**src/rtl/vtiming_gen.sv**
```systemverilog
// rtl/vtiming_gen.sv - vertical blanking/sync/frame-tick generator
//
// Purpose: sits behind the vertical line counter and turns its line count
// into registered VBLANK/VSYNC (both polarities), a one-clock FRAME_TICK at
// the start of line 0, and an optional sticky frame-length error flag.
// All outputs are flops, updated on the same edge the counter advances.
//
// Optional feature macro: VTIMING_CHECK_EN (frame-length checker driving
// TIMING_ERR; when undefined TIMING_ERR is tied low).
//
// Ports:
//   CLK        in   system clock, rising edge
//   RESET_N    in   synchronous active-low reset
//   HRESET     in   line-advance strobe, one CLK per line
//   VRESET     in   high while the counter holds line LINES-1
//   VCNT[8:0]  in   current line number
//   VBLANK     out  vertical blanking, active high
//   VBLANK_N   out  complement of VBLANK
//   VSYNC      out  vertical sync, active high
//   VSYNC_N    out  complement of VSYNC
//   FRAME_TICK out  one-CLK pulse on the first clock of line 0
//   TIMING_ERR out  sticky frame-length error

module vtiming_gen #(
  parameter int LINES       = 262,
  parameter int VSYNC_START = 4,
  parameter int VSYNC_END   = 8,
  parameter int VBLANK_END  = 16
) (
  input  logic       CLK,
  input  logic       RESET_N,
  input  logic       HRESET,
  input  logic       VRESET,
  input  logic [8:0] VCNT,
  output logic       VBLANK,
  output logic       VBLANK_N,
  output logic       VSYNC,
  output logic       VSYNC_N,
  output logic       FRAME_TICK,
  output logic       TIMING_ERR
);

  // The line count is 9 bits wide, so a frame can hold at most 512 lines.
  if (!(VSYNC_START >= 1 && VSYNC_START < VSYNC_END &&
        VSYNC_END <= VBLANK_END && VBLANK_END < LINES && LINES <= 512)) begin : g_param_err
    $error("vtiming_gen: illegal vertical timing parameters");
  end

  localparam logic [9:0] VS_LINE = 10'(VSYNC_START);
  localparam logic [9:0] VE_LINE = 10'(VSYNC_END);
  localparam logic [9:0] BE_LINE = 10'(VBLANK_END);
  // With no back porch the sync period ends directly in the visible area.
  localparam bit NO_POST = (VSYNC_END == VBLANK_END);

  typedef enum logic [1:0] {
    BLANK_PRE  = 2'd0,
    SYNC       = 2'd1,
    BLANK_POST = 2'd2,
    ACTIVE     = 2'd3
  } state_t;

  state_t     state_q;
  state_t     state_d;
  logic [9:0] next_line;
  logic       frame_tick_d;

  always_comb begin
    state_d      = state_q;
    next_line    = 10'd0;
    frame_tick_d = 1'b0;
    if (HRESET) begin
      // 10-bit sum so line 511 does not wrap onto a threshold.
      next_line = VRESET ? 10'd0 : ({1'b0, VCNT} + 10'd1);
      if (VRESET) begin
        state_d      = BLANK_PRE;
        frame_tick_d = 1'b1;
      end else begin
        case (state_q)
          BLANK_PRE:  if (next_line == VS_LINE) state_d = SYNC;
          SYNC:       if (next_line == VE_LINE) state_d = NO_POST ? ACTIVE : BLANK_POST;
          BLANK_POST: if (next_line == BE_LINE) state_d = ACTIVE;
          default:    state_d = state_q;
        endcase
      end
    end
  end

  // Outputs are decoded from the next state so they line up with the new VCNT.
  always_ff @(posedge CLK) begin
    if (!RESET_N) begin
      state_q    <= BLANK_PRE;
      VBLANK     <= 1'b1;
      VBLANK_N   <= 1'b0;
      VSYNC      <= 1'b0;
      VSYNC_N    <= 1'b1;
      FRAME_TICK <= 1'b0;
    end else begin
      state_q    <= state_d;
      VBLANK     <= (state_d != ACTIVE);
      VBLANK_N   <= (state_d == ACTIVE);
      VSYNC      <= (state_d == SYNC);
      VSYNC_N    <= (state_d != SYNC);
      FRAME_TICK <= frame_tick_d;
    end
  end

`ifdef VTIMING_CHECK_EN
  logic [9:0] line_cnt_q;
  logic       seen_vreset_q;
  logic       timing_err_q;

  // line_cnt_q counts line advances since the last frame start; at the
  // closing VRESET edge it holds LINES-1 for a correctly sized frame.
  always_ff @(posedge CLK) begin
    if (!RESET_N) begin
      line_cnt_q    <= 10'd0;
      seen_vreset_q <= 1'b0;
      timing_err_q  <= 1'b0;
    end else if (HRESET) begin
      if (VRESET) begin
        line_cnt_q    <= 10'd0;
        seen_vreset_q <= 1'b1;
        // First frame after reset started at an unknown line: not judged.
        if (seen_vreset_q && ((line_cnt_q + 10'd1) != 10'(LINES)))
          timing_err_q <= 1'b1;
      end else begin
        line_cnt_q <= line_cnt_q + 10'd1;
      end
    end
  end

  assign TIMING_ERR = timing_err_q;
`else
  assign TIMING_ERR = 1'b0;
`endif

endmodule

```
**config.mk**
```make
export PLATFORM = sky130hd
export DESIGN_NAME = vtiming_gen
export DESIGN_NICKNAME = d
export VERILOG_FILES = /design/src/rtl/vtiming_gen.sv
export SDC_FILE = /design/constraint.sdc
export NUM_CORES = 1
export LEC_CHECK = 0
export ABC_AREA = 1
export BUFFER_PORTS_ARGS = -buffer_cell sky130_fd_sc_hd__clkbuf_2
export CORE_MARGIN = 2
export CORE_UTILIZATION = 43
export CTS_CLUSTER_DIAMETER = 50
export CTS_CLUSTER_SIZE = 14
export DETAILED_ROUTE_END_ITERATION = 8
export HOLD_SLACK_MARGIN = 0.12
export PLACE_DENSITY = 0.73
export SYNTH_ARGS = -nofsm -noshare
export SYNTH_HDL_FRONTEND = slang
export SYNTH_SLANG_ARGS = --single-unit
```
**constraint.sdc**
```tcl
create_clock -name CLK -period 1.75 [get_ports CLK]
set_input_delay 0.35 -clock CLK [delete_from_list [all_inputs] [get_ports CLK]]
set_output_delay 0.35 -clock CLK [all_outputs]
set_load 0.1 [all_outputs]
```
== After elaboration in Yosys (flattened, before gate mapping) ==
Cells that the tools add are included.

* Muxes and demuxes: 8
* Reduce and logical (&&, ||, !) cells: 2
* Eq/ne operators: 9
* $add $sub $neg: 1

{| class="wikitable"
|+ Operators with widths
! cell !! count
|-
| $add A9 B1 Y10 const B || 1
|-
| $eq A10 B3 Y1 const B || 1
|-
| $eq A10 B4 Y1 const B || 1
|-
| $eq A10 B5 Y1 const B || 1
|-
| $mux W10 || 1
|-
| $mux W2 || 5
|-
| $pmux W2 S3 || 1
|-
| $eq A2 B1 Y1 const B || 2
|-
| $eq A2 B2 Y1 const B || 2
|-
| $logic_not A2 Y1 || 1
|-
| $ne A2 B1 Y1 const B || 1
|-
| $ne A2 B2 Y1 const B || 1
|-
| $reduce_and A2 Y1 || 1
|-
| $mux W1 || 1
|}

* Output and inout bits: 6
* Word-level logic and storage cells: 26
* Input bits: 13
* Flip-flop bits (word level): 7

== Longest topological paths before layout ==
Gate-level depths: netlist of run 1.

* Depth after elaboration: 8
* Mapped depth: 15
* Depth with buffers taken out: 15

== Worst setup path after synthesis of run 1 ==
OpenSTA, ideal clock, no wires.

* Path type: in2reg
* From: in VCNT[0]
* To: reg VSYNC
* Required time: 1.634 ns
* Data arrival time: 1.424 ns
* Cell stages on the path: 14
* Setup time: 0.116 ns
* Slack: 0.210 ns
* Path buffers: 0
* Cells stage by stage: ha_1 -> nand2_2 -> nor2_2 -> nand3_1 -> nand3_1 -> nand2_1 -> nor2_1 -> nand3_1 -> nand2_1 -> nand2_1 -> nand2_2 -> nand2_2 -> nand2_1 -> nor2_1

* Longest elaborated chain between the ends: 8
* Elaborated cells between the ends (all ways): 12
* Those cells by class: add/sub (1); eq/ne (4); mux (7)

{| class="wikitable"
|+ RTL lines
! what !! RTL line !! text
|-
| start, declared || 34 || <nowiki>input logic [8:0] VCNT,</nowiki>
|-
| $add A9 B1 Y10 * || 73 || <nowiki>next_line = VRESET ? 10'd0 : ({1'b0, VCNT} + 10'd1);</nowiki>
|-
| $mux W10 * || 73 ||
|-
| $eq A10 B5 Y1, or another cell as far along || 81 || <nowiki>BLANK_POST: if (next_line == BE_LINE) state_d = ACTIVE;</nowiki>
|-
| $mux W2, on equally long branches || 81, 79, 80 ||
|-
| $pmux W2 S3 * || 78 || <nowiki>case (state_q)</nowiki>
|-
| $mux W2 * || 74 || <nowiki>if (VRESET) begin</nowiki>
|-
| $mux W2 * || 71 || <nowiki>if (HRESET) begin</nowiki>
|-
| $eq A2 B1 Y1 * || 101 || <nowiki>VSYNC <= (state_d == SYNC);</nowiki>
|-
| end signal, assigned || 101 ||
|-
| end, declared || 37 || <nowiki>output logic VSYNC,</nowiki>
|}

Every way passes the cells marked *; elsewhere a longest branch is shown, timed or not.
A chain may end at the register's enable or synchronous reset.

== Worst setup path after layout of run 1 ==
* From: in VCNT[0]
* To: reg VBLANK_N

* Longest elaborated chain between the ends: 8
* Elaborated cells between the ends (all ways): 12
* Those cells by class: add/sub (1); eq/ne (4); mux (7)

{| class="wikitable"
|+ RTL lines
! what !! RTL line !! text
|-
| $add A9 B1 Y10 * || 73 ||
|-
| $mux W10 * || 73 ||
|-
| $eq A10 B5 Y1, or another cell as far along || 81 ||
|-
| $mux W2, on equally long branches || 81, 79, 80 ||
|-
| $pmux W2 S3 * || 78 ||
|-
| $mux W2 * || 74 ||
|-
| $mux W2 * || 71 ||
|-
| $eq A2 B2 Y1 * || 100 || <nowiki>VBLANK_N <= (state_d == ACTIVE);</nowiki>
|-
| end signal, assigned || 100 ||
|-
| end, declared || 36 || <nowiki>output logic VBLANK_N,</nowiki>
|}

Marks and branches as above.

==> results of run 1 <==
## layer usage
metal | vias to the layer above | share of wire, % | GRT usage, %
li1 | 380 | - | -
met4 | 0 | 0.88 | 9.68
met1 | 342 | 41 | 22.6
met2 | 21 | 53 | 30.9
met3 | 2 | 5.6 | 2.61
met5 | - | 0 | 0
## area by class of cell
type,instances,area [um^2]
fillers,140,541
multi-input cells,84,428
flip-flops and latches,7,140
repair buffers,21,115
inverters,13,48.8
clock buffers,4,26.3
well taps,15,18.8
## cell families (layout without fill, tap and decap cells)
logic type | after synthesis | count (layout)
simple gates | 74 | 74
fa+ha+maj | 1 | 1
flops | 7 | 7
other cells | 1 | 1
buf+inv | 14 | 38
compound gates | 8 | 8
## cells in the mapped netlist (2+ instances only)
cell,instances
nand2_1,27
a21oi_1,3
nand3_1,13
nor2_2,4
nand2_2,7
clkinv_1,2
o21ai_2,2
nand4_1,2
dfxtp_1,7
nor2_1,17
inv_1,11
## power by group
group	switching, W	total (W)	internal (W)
registers	0.000000863	0.000163	0.000162
clock network	0.0000537	0.000140	0.0000866
logic	0.0000903	0.000133	0.0000423
total	0.000145	0.000435	0.000291
## worst paths after layout
path	end	start	slack (ps)	depth (start not counted)
hold reg to reg	register	register	570	2
hold / removal	VBLANK	RESET_N	320	2
setup / recovery	VBLANK_N	VCNT[0]	110	16
setup reg to reg	VSYNC_N	state_q[1]	560	9
## stage by stage
stage / area, um^2 / power, W / hold WS (ps) / instances
after global placement: 743 / 0.000289 / 543 / 140
after global routing: 777 / 0.000465 / 311 / 144
after detailed placement: 743 / 0.000293 / 555 / 140
final: 777 / 0.000435 / 316 / 144
after CTS: 769 / 0.000436 / 314 / 144
after floorplan: 617 / 0.000252 / 434 / 105
==> results.ini, run 1 <==
[global_routing]
grt_pass1_vias = 635
antenna_found_initial = 0
grt_pass1_wl_um = 2500
grt_overflow = 0
grt_use_total_pct = 18.5
grt_start_max_net_pins = 8

[logic_synthesis]
syn_inst = 105
synthAdderAreaFrac_pct = 2.03
yosysTopAreaCell = dfxtp_1
syn_nets = 119
yosysSeqAreaShare_pct = 22.7
synth_compound_area_share_pct = 9.13
syn-cell-area_um2 = 617
synth_top_area_share_pct = 22.7
yosys_warnings = 0
synth_seq_cells = 7
synth_top_family_by_area = simple AND/OR/NAND/NOR gates
synth_cell_types = 21
yosys-top-cells-area = dfxtp_1, nand2_1, nand3_1
synth-main-ff-cell = dfxtp_1
yosys.area_share.simple_pct = 56.4
async_flop_share_pct = 0
syn-mean-instance-area_um2 = 5.87
synth_edf_count = 0
synthMuxAreaShare_pct = 0
synth-xor-area-share_pct = 0

[clocking]
cts-resized-gates = 0
postCtsSetupBuffers = 0
numCtsBuffers = 3
clock_latency_ps = 240
ctsHoldBuffers = 0
cts_sinks = 7
clockRootBuffer = clkbuf_4
path_clk_slew_ps = 50
cts_tree = done
clockBufferDepth = 2
h-tree-depth = 1

[sta]
worstMarginPinSlew_ps = 543
finalHoldViolations = 0
setup_slack_ps = 107
finClkSkew_ps = 0.404
period_minus_slack_ps = 1640
fmax_ghz = 0.609
slew_violations = 0
maxSlewHeadroom_pct = 64.0
fin_crit_sh_pct = 93.9
fin_setup_tns_ps = 0
setup_viol = 0

[floorplanning]
die_h_um = 41.9
dieArea_um2 = 1750
row_count = 13
initial_core_util_pct = 46.8
core_region_area_um2 = 1320
io_pins = 19
die_w_um = 41.9

[setup_path]
timing.critical_path.buf_inv = 1
critPathLaunchType = input pin
cp_max_fo = 4
slowest_stage = ha_1
cp.arrival_ps = 1780
worstPathRequired_ps = 1880
cp_top_family = simple AND/OR/NAND/NOR gates
worst-setup-path-type = in2reg
worstSetupEndpointType = register
worst_path_most_repeated_cell = nand2_1
critPathMaxStageDelay_ps = 240
cp_cell_sequence = clkbuf_2 > ha_1 > nand2_2 > nor2_2 > nand2_1 > nand2_1 > nand3_1 > nand2_1 > nor2_2 > nand3_1 > nand2_1 > nand2_1 > nand2_2 > nand2_2 > nand2_1 > nor2_1

[placement]
place.gp.congestion = 0.898
dpl.hpwl_um = 1250
dp_slack_ps = -94.6
port_buffers = 17

[routing]
vias = 745
wl_per_cell_um = 11.1
first_pass_iters = 4
drtAntennaViolNets = 0
wl_um = 1590
drc = 0
drtIter0Drc = 17
vias_per_cell = 5.17

[status]
status = complete, no violations

[cells_and_area]
post-route-util_pct = 59.0
areaGrowthSynthToFinish_pct = 26.0
final_cell_mix = nand2_1, clkbuf_2, nor2_1
num-nets-final = 144
drive_above_1_share_pct = 33.3
antenna_cells = 0
final_common_cell = nand2_1

[power_and_ir_drop]
power.density_nw_per_um2 = 560
ir_drop_v = 0.000395
power_leakage_nw = 0.398

[worst_hold_path]
hp-class = in2reg

[run]
drv_cap = 0

No activity file was read; power rests on OpenSTA's default activity.
==> run 2, diff against run 1 <==
--- a/config.mk
+++ b/config.mk
@@ -13,7 +13,7 @@
 export CTS_CLUSTER_SIZE = 14
 export DETAILED_ROUTE_END_ITERATION = 8
 export HOLD_SLACK_MARGIN = 0.12
-export PLACE_DENSITY = 0.73
+export PLACE_DENSITY = 0.69
 export SYNTH_ARGS = -nofsm -noshare
 export SYNTH_HDL_FRONTEND = slang
 export SYNTH_SLANG_ARGS = --single-unit
==> run 2 against run 1 <==
Effect of this change:
- setup slack gained 89 ps
- cell count unchanged
- cell area fell by 0.97%
- maximum frequency grew 5.7%
- critical path depth down 1
- via count down 2.8%
- sequential cell count is the same
- non-clock buffer count unchanged
- routed wire length decreased by 16%
- sequential power barely moved
- clock power up 7%
==> results.ini, run 2 (same netlist as run 1, synthesis figures left out) <==
[status]
status = complete, no violations

[routing]
first_pass_iters = 4
wl_per_cell_um = 9.29
wl_um = 1340
vias = 724
drtIter0Drc = 12
vias_per_cell = 5.03
drc = 0
drtAntennaViolNets = 0

[floorplanning]
die_w_um = 41.9
dieArea_um2 = 1750
initial_core_util_pct = 46.8
core_region_area_um2 = 1320
io_pins = 19
die_h_um = 41.9
row_count = 13

[setup_path]
critPathMaxStageDelay_ps = 200
cp_cell_sequence = clkbuf_2 > ha_1 > nand2_2 > nor2_2 > nand3_1 > nand3_1 > nand2_1 > nor2_1 > nand3_1 > nand2_1 > nand2_1 > nand2_2 > nand2_2 > nand2_1 > nor2_1
critPathLaunchType = input pin
worst-setup-path-type = in2reg
worstSetupEndpointType = register
cp.arrival_ps = 1690
timing.critical_path.buf_inv = 1
worst_path_most_repeated_cell = nand2_1
slowest_stage = ha_1
cp_top_family = simple AND/OR/NAND/NOR gates
worstPathRequired_ps = 1890
r2r_start = state_q[1]
worstSetupStartpoint = VCNT[0]
cp_max_fo = 4

[sta]
worstMarginPinSlew_ps = 542
whs_ps = 304
period_minus_slack_ps = 1550
rsz0062_at_grt = no
fin_crit_sh_pct = 88.8
finClkSkew_ps = 2.93
slew_violations = 0
setup_viol = 0
finalHoldViolations = 0
fin_setup_tns_ps = 0
maxSlewHeadroom_pct = 64.0
fmax_ghz = 0.644

[power_and_ir_drop]
power_leakage_nw = 0.398
p_sw_w = 0.000149
clkPwrFrac_pct = 34.1
power_frac_seq_pct = 36.8
p_int_w = 0.000292
switching_share_pct = 33.8
ir_drop_v = 0.000293
pwr-share-comb_pct = 29.1
power.density_nw_per_um2 = 573
totalPowerFinal_w = 0.000441

[placement]
dp_cells = 140
dpl.hpwl_um = 1120
placed_area_um2 = 743
port_buffers = 17
place.gp.congestion = 0.873

[clocking]
clockBufferDepth = 2
cts-resized-gates = 0
h-tree-depth = 1
path_clk_slew_ps = 50
postCtsSetupBuffers = 0
cts_sinks = 7
ctsHoldBuffers = 0
cts_tree = done
clock_latency_ps = 250
numCtsBuffers = 3
clockRootBuffer = clkbuf_4

[global_routing]
grt_pass1_wl_um = 2360
grt_start_max_net_pins = 6
antenna_found_initial = 0
grt_pass1_vias = 591
grt_overflow = 0
grt_use_total_pct = 16.9

[cells_and_area]
stdcell_area_um2 = 769
num-nets-final = 144
areaGrowthSynthToFinish_pct = 24.7
drive_above_1_share_pct = 31.8
num-fill-cells = 121
antenna_cells = 0
finalNonFillerCells = 144
final_cell_mix = nand2_1, nor2_1, clkbuf_2
final_common_cell = nand2_1

[run]
drv_cap = 0

[worst_hold_path]
hp-class = in2reg
min_from = RESET_N

[run 2: worst reg2reg max path, cell delays in order, from the launching register on]
cell and delay, ps:
dfxtp_1 330, inv_1 70, nor2_1 90, nand3_1 90
o21bai_2 110, nand3_1 80, nand2_1 70, nand2_2 60
nand2_2 80, nand2_1 50, nor2_1 90
[run 2: layout make-up]
cell class / instances / area (um^2) / share of cell area (%)
tap: 15 / 18.8 / 2.44
multi-input combinational: 84 / 420 / 54.6
sequential: 7 / 140 / 18.2
inverter: 13 / 48.8 / 6.34
timing repair buffer: 21 / 115 / 15.0
clock buffer: 4 / 26.3 / 3.41
[run 2: stage by stage]
stage / utilization (%) / worst slack, ps
2_1_floorplan: - / 210
3_3_place_gp: 56.4 / -40.5
3_5_place_dp: 56.4 / -54.0
4_1_cts: 58.4 / 210
5_1_grt: 58.4 / 15.6
6_report: 58.4 / 196
[run 2: worst paths after layout]
path                    to  slack (ps)  cells after the start
setup reg to reg  VBLANK_N         560                     10
setup / recovery  VBLANK_N         200                     15
hold reg to reg   register         570                      2
hold / removal     VSYNC_N         300                      2
[run 2: routing by layer]
metal  global-route usage (%)  up-vias  part of all wire, %
li1                         -      380                    -
met1                     24.1      322                   50
met2                     25.3       20                   43
met3                     3.04        2                  7.0
met4                     5.81        0                 0.52
met5                        0        -                    0
[run 2: power groups by stage]
stage          combinational (W)  clock (W)  sequential (W)
2_1_floorplan          0.0000742          0        0.000178
3_3_place_gp            0.000126          0        0.000166
3_5_place_dp            0.000127          0        0.000166
4_1_cts                 0.000128   0.000153        0.000162
5_1_grt                 0.000143   0.000165        0.000162
6_report                0.000128   0.000150        0.000162
==> run 3, diff against run 2 <==
--- a/config.mk
+++ b/config.mk
@@ -13,7 +13,8 @@
 export CTS_CLUSTER_SIZE = 14
 export DETAILED_ROUTE_END_ITERATION = 8
 export HOLD_SLACK_MARGIN = 0.12
-export PLACE_DENSITY = 0.69
+export PLACE_DENSITY_LB_ADDON = 0.15
+export REMOVE_ABC_BUFFERS = 1
 export SYNTH_ARGS = -nofsm -noshare
 export SYNTH_HDL_FRONTEND = slang
 export SYNTH_SLANG_ARGS = --single-unit
==> constraint.sdc (replaced) <==
create_clock -name CLK -period 1.75 [get_ports CLK]
set_input_delay 0.175 -clock CLK [delete_from_list [all_inputs] [get_ports CLK]]
set_output_delay 0.175 -clock CLK [all_outputs]
set_load 0.1 [all_outputs]
==> run 3 against run 2 <==
Effect of this change:
- power up 0.16%
- setup slack improved by 110 ps
- non-clock buffer count shrank 2
- first-iteration DRC count increased by 100%
- critical path depth unchanged
- sequential share of layout area up 0.27 points
- routed wire length up 6.3%
==> results.ini, run 3 (same netlist as run 1, synthesis figures left out) <==
[power_and_ir_drop]
ir_drop_v = 0.000390
power_leakage_nw = 0.391
power.density_nw_per_um2 = 582

[setup_path]
slowest_stage = ha_1
worst-setup-path-type = in2reg
critPathMaxStageDelay_ps = 200
cp_max_fo = 4
cp.arrival_ps = 1600
worstPathRequired_ps = 1900
r2r_start = state_q[1]
cp_cell_sequence = clkbuf_2 > ha_1 > nand2_2 > nor2_2 > nand3_1 > nand3_1 > nand2_1 > nor2_1 > nand3_1 > nand2_1 > nand2_1 > nand2_2 > nand2_2 > nand2_1 > nor2_1
critPathLaunchType = input pin
worstSetupEndpointType = register
worstSetupStartpoint = VCNT[1]
worst_path_most_repeated_cell = nand2_1

[floorplanning]
core_region_area_um2 = 1320
die_h_um = 41.9
dieArea_um2 = 1750
die_w_um = 41.9
initial_core_util_pct = 46.8
io_pins = 19
row_count = 13

[global_routing]
grt_use_total_pct = 19.1
grt_pass1_vias = 609
grt_start_max_net_pins = 8
grt_pass1_wl_um = 2570
grt_overflow = 0
antenna_found_initial = 0

[routing]
drc = 0
drtIter0Drc = 24
vias_per_cell = 4.78
wl_per_cell_um = 10.0
drtAntennaViolNets = 0
wl_um = 1420
vias = 679
first_pass_iters = 4

[sta]
fmax_ghz = 0.693
finalHoldViolations = 0
setup_viol = 0
slew_violations = 0
period_minus_slack_ps = 1440
worstMarginPinSlew_ps = 543
finClkSkew_ps = 4.00
fin_setup_tns_ps = 0
maxSlewHeadroom_pct = 63.9
fin_crit_sh_pct = 82.5
rsz0062_at_grt = no

[cells_and_area]
finalNonFillerCells = 142
antenna_cells = 0
num-nets-final = 142
final_common_cell = nand2_1
final_cell_mix = nand2_1, nor2_1, clkbuf_2
drive_above_1_share_pct = 30.7
areaGrowthSynthToFinish_pct = 22.9

[clocking]
postCtsSetupBuffers = 0
cts_sinks = 7
path_clk_slew_ps = 60
clockBufferDepth = 2
cts-resized-gates = 0
h-tree-depth = 1
numCtsBuffers = 3
clock_latency_ps = 260
clockRootBuffer = clkbuf_4
cts_tree = done

[worst_hold_path]
hp-class = in2reg
min_from = HRESET

[placement]
dpl.hpwl_um = 1190
port_buffers = 17
place.gp.congestion = 0.843
dp_cells = 137

[run]
drv_cap = 0

[status]
status = complete, no violations

==> run 3: cell types whose count changed in the layout (fill, tap and decap cells not counted) <==
cell / change
buf_4: -3
clkbuf_1: -1
clkinv_2: +1
dlygate4sd3_1: +1
==> run 3: cell type report <==
cell class | count | area (um^2)
clock inverter | 1 | 5.00
inverter | 13 | 48.8
tap | 15 | 18.8
multi-input combinational | 84 | 420
sequential | 7 | 140
clock buffer | 3 | 22.5
timing repair buffer | 19 | 103
fill | 136 | 559
==> run 3: metal layers <==
layer  vias to the layer above  global-route usage, %  share of wire (%)
met5                         -                      0                  0
met4                         0                   3.87                  0
met3                         0                   6.52                4.0
met2                        17                   27.2                 43
met1                       283                   27.6                 53
li1                        379                      -                  -
==> run 3: timing repair <==
action,CTS,global route
endpoints found under the setup margin,0,0
hold buffers,1,0
hold endpoints to repair,1,0
==> run 3: critical path, delay by kind of cell <==
kind	cells	cell delay, ps
adders and majority gates	1	200
buffers and inverters	1	110
and+or+nand+nor	13	1100
==> run 3: metrics by stage <==
stage,setup slack [ps],power (W),instance area (um^2),hold slack (ps),util (%)
2_1_floorplan,385,0.000250,609,259,-
3_3_place_gp,124,0.000287,721,376,54.7
3_5_place_dp,63.7,0.000289,721,382,54.7
4_1_cts,332,0.000443,758,195,57.5
5_1_grt,140,0.000478,758,200,57.5
6_report,307,0.000442,758,191,57.5
==> run 3: worst paths after layout <==
kind / to / slack (ps) / depth (start not counted)
worst max-delay path: VBLANK_N / 310 / 15
worst max register to register: VBLANK_N / 540 / 10
worst min register to register: register / 590 / 2
worst min-delay path: FRAME_TICK / 190 / 3
==> run 3: power by group <==
group	total (W)	internal, W	switching [W]	leakage, nW
Sequential	0.000162	0.000161	0.000000839	0.0567
Combinational	0.000125	0.0000400	0.0000852	0.316
Clock	0.000154	0.0000840	0.0000701	0.0177
Total	0.000442	0.000285	0.000156	0.391
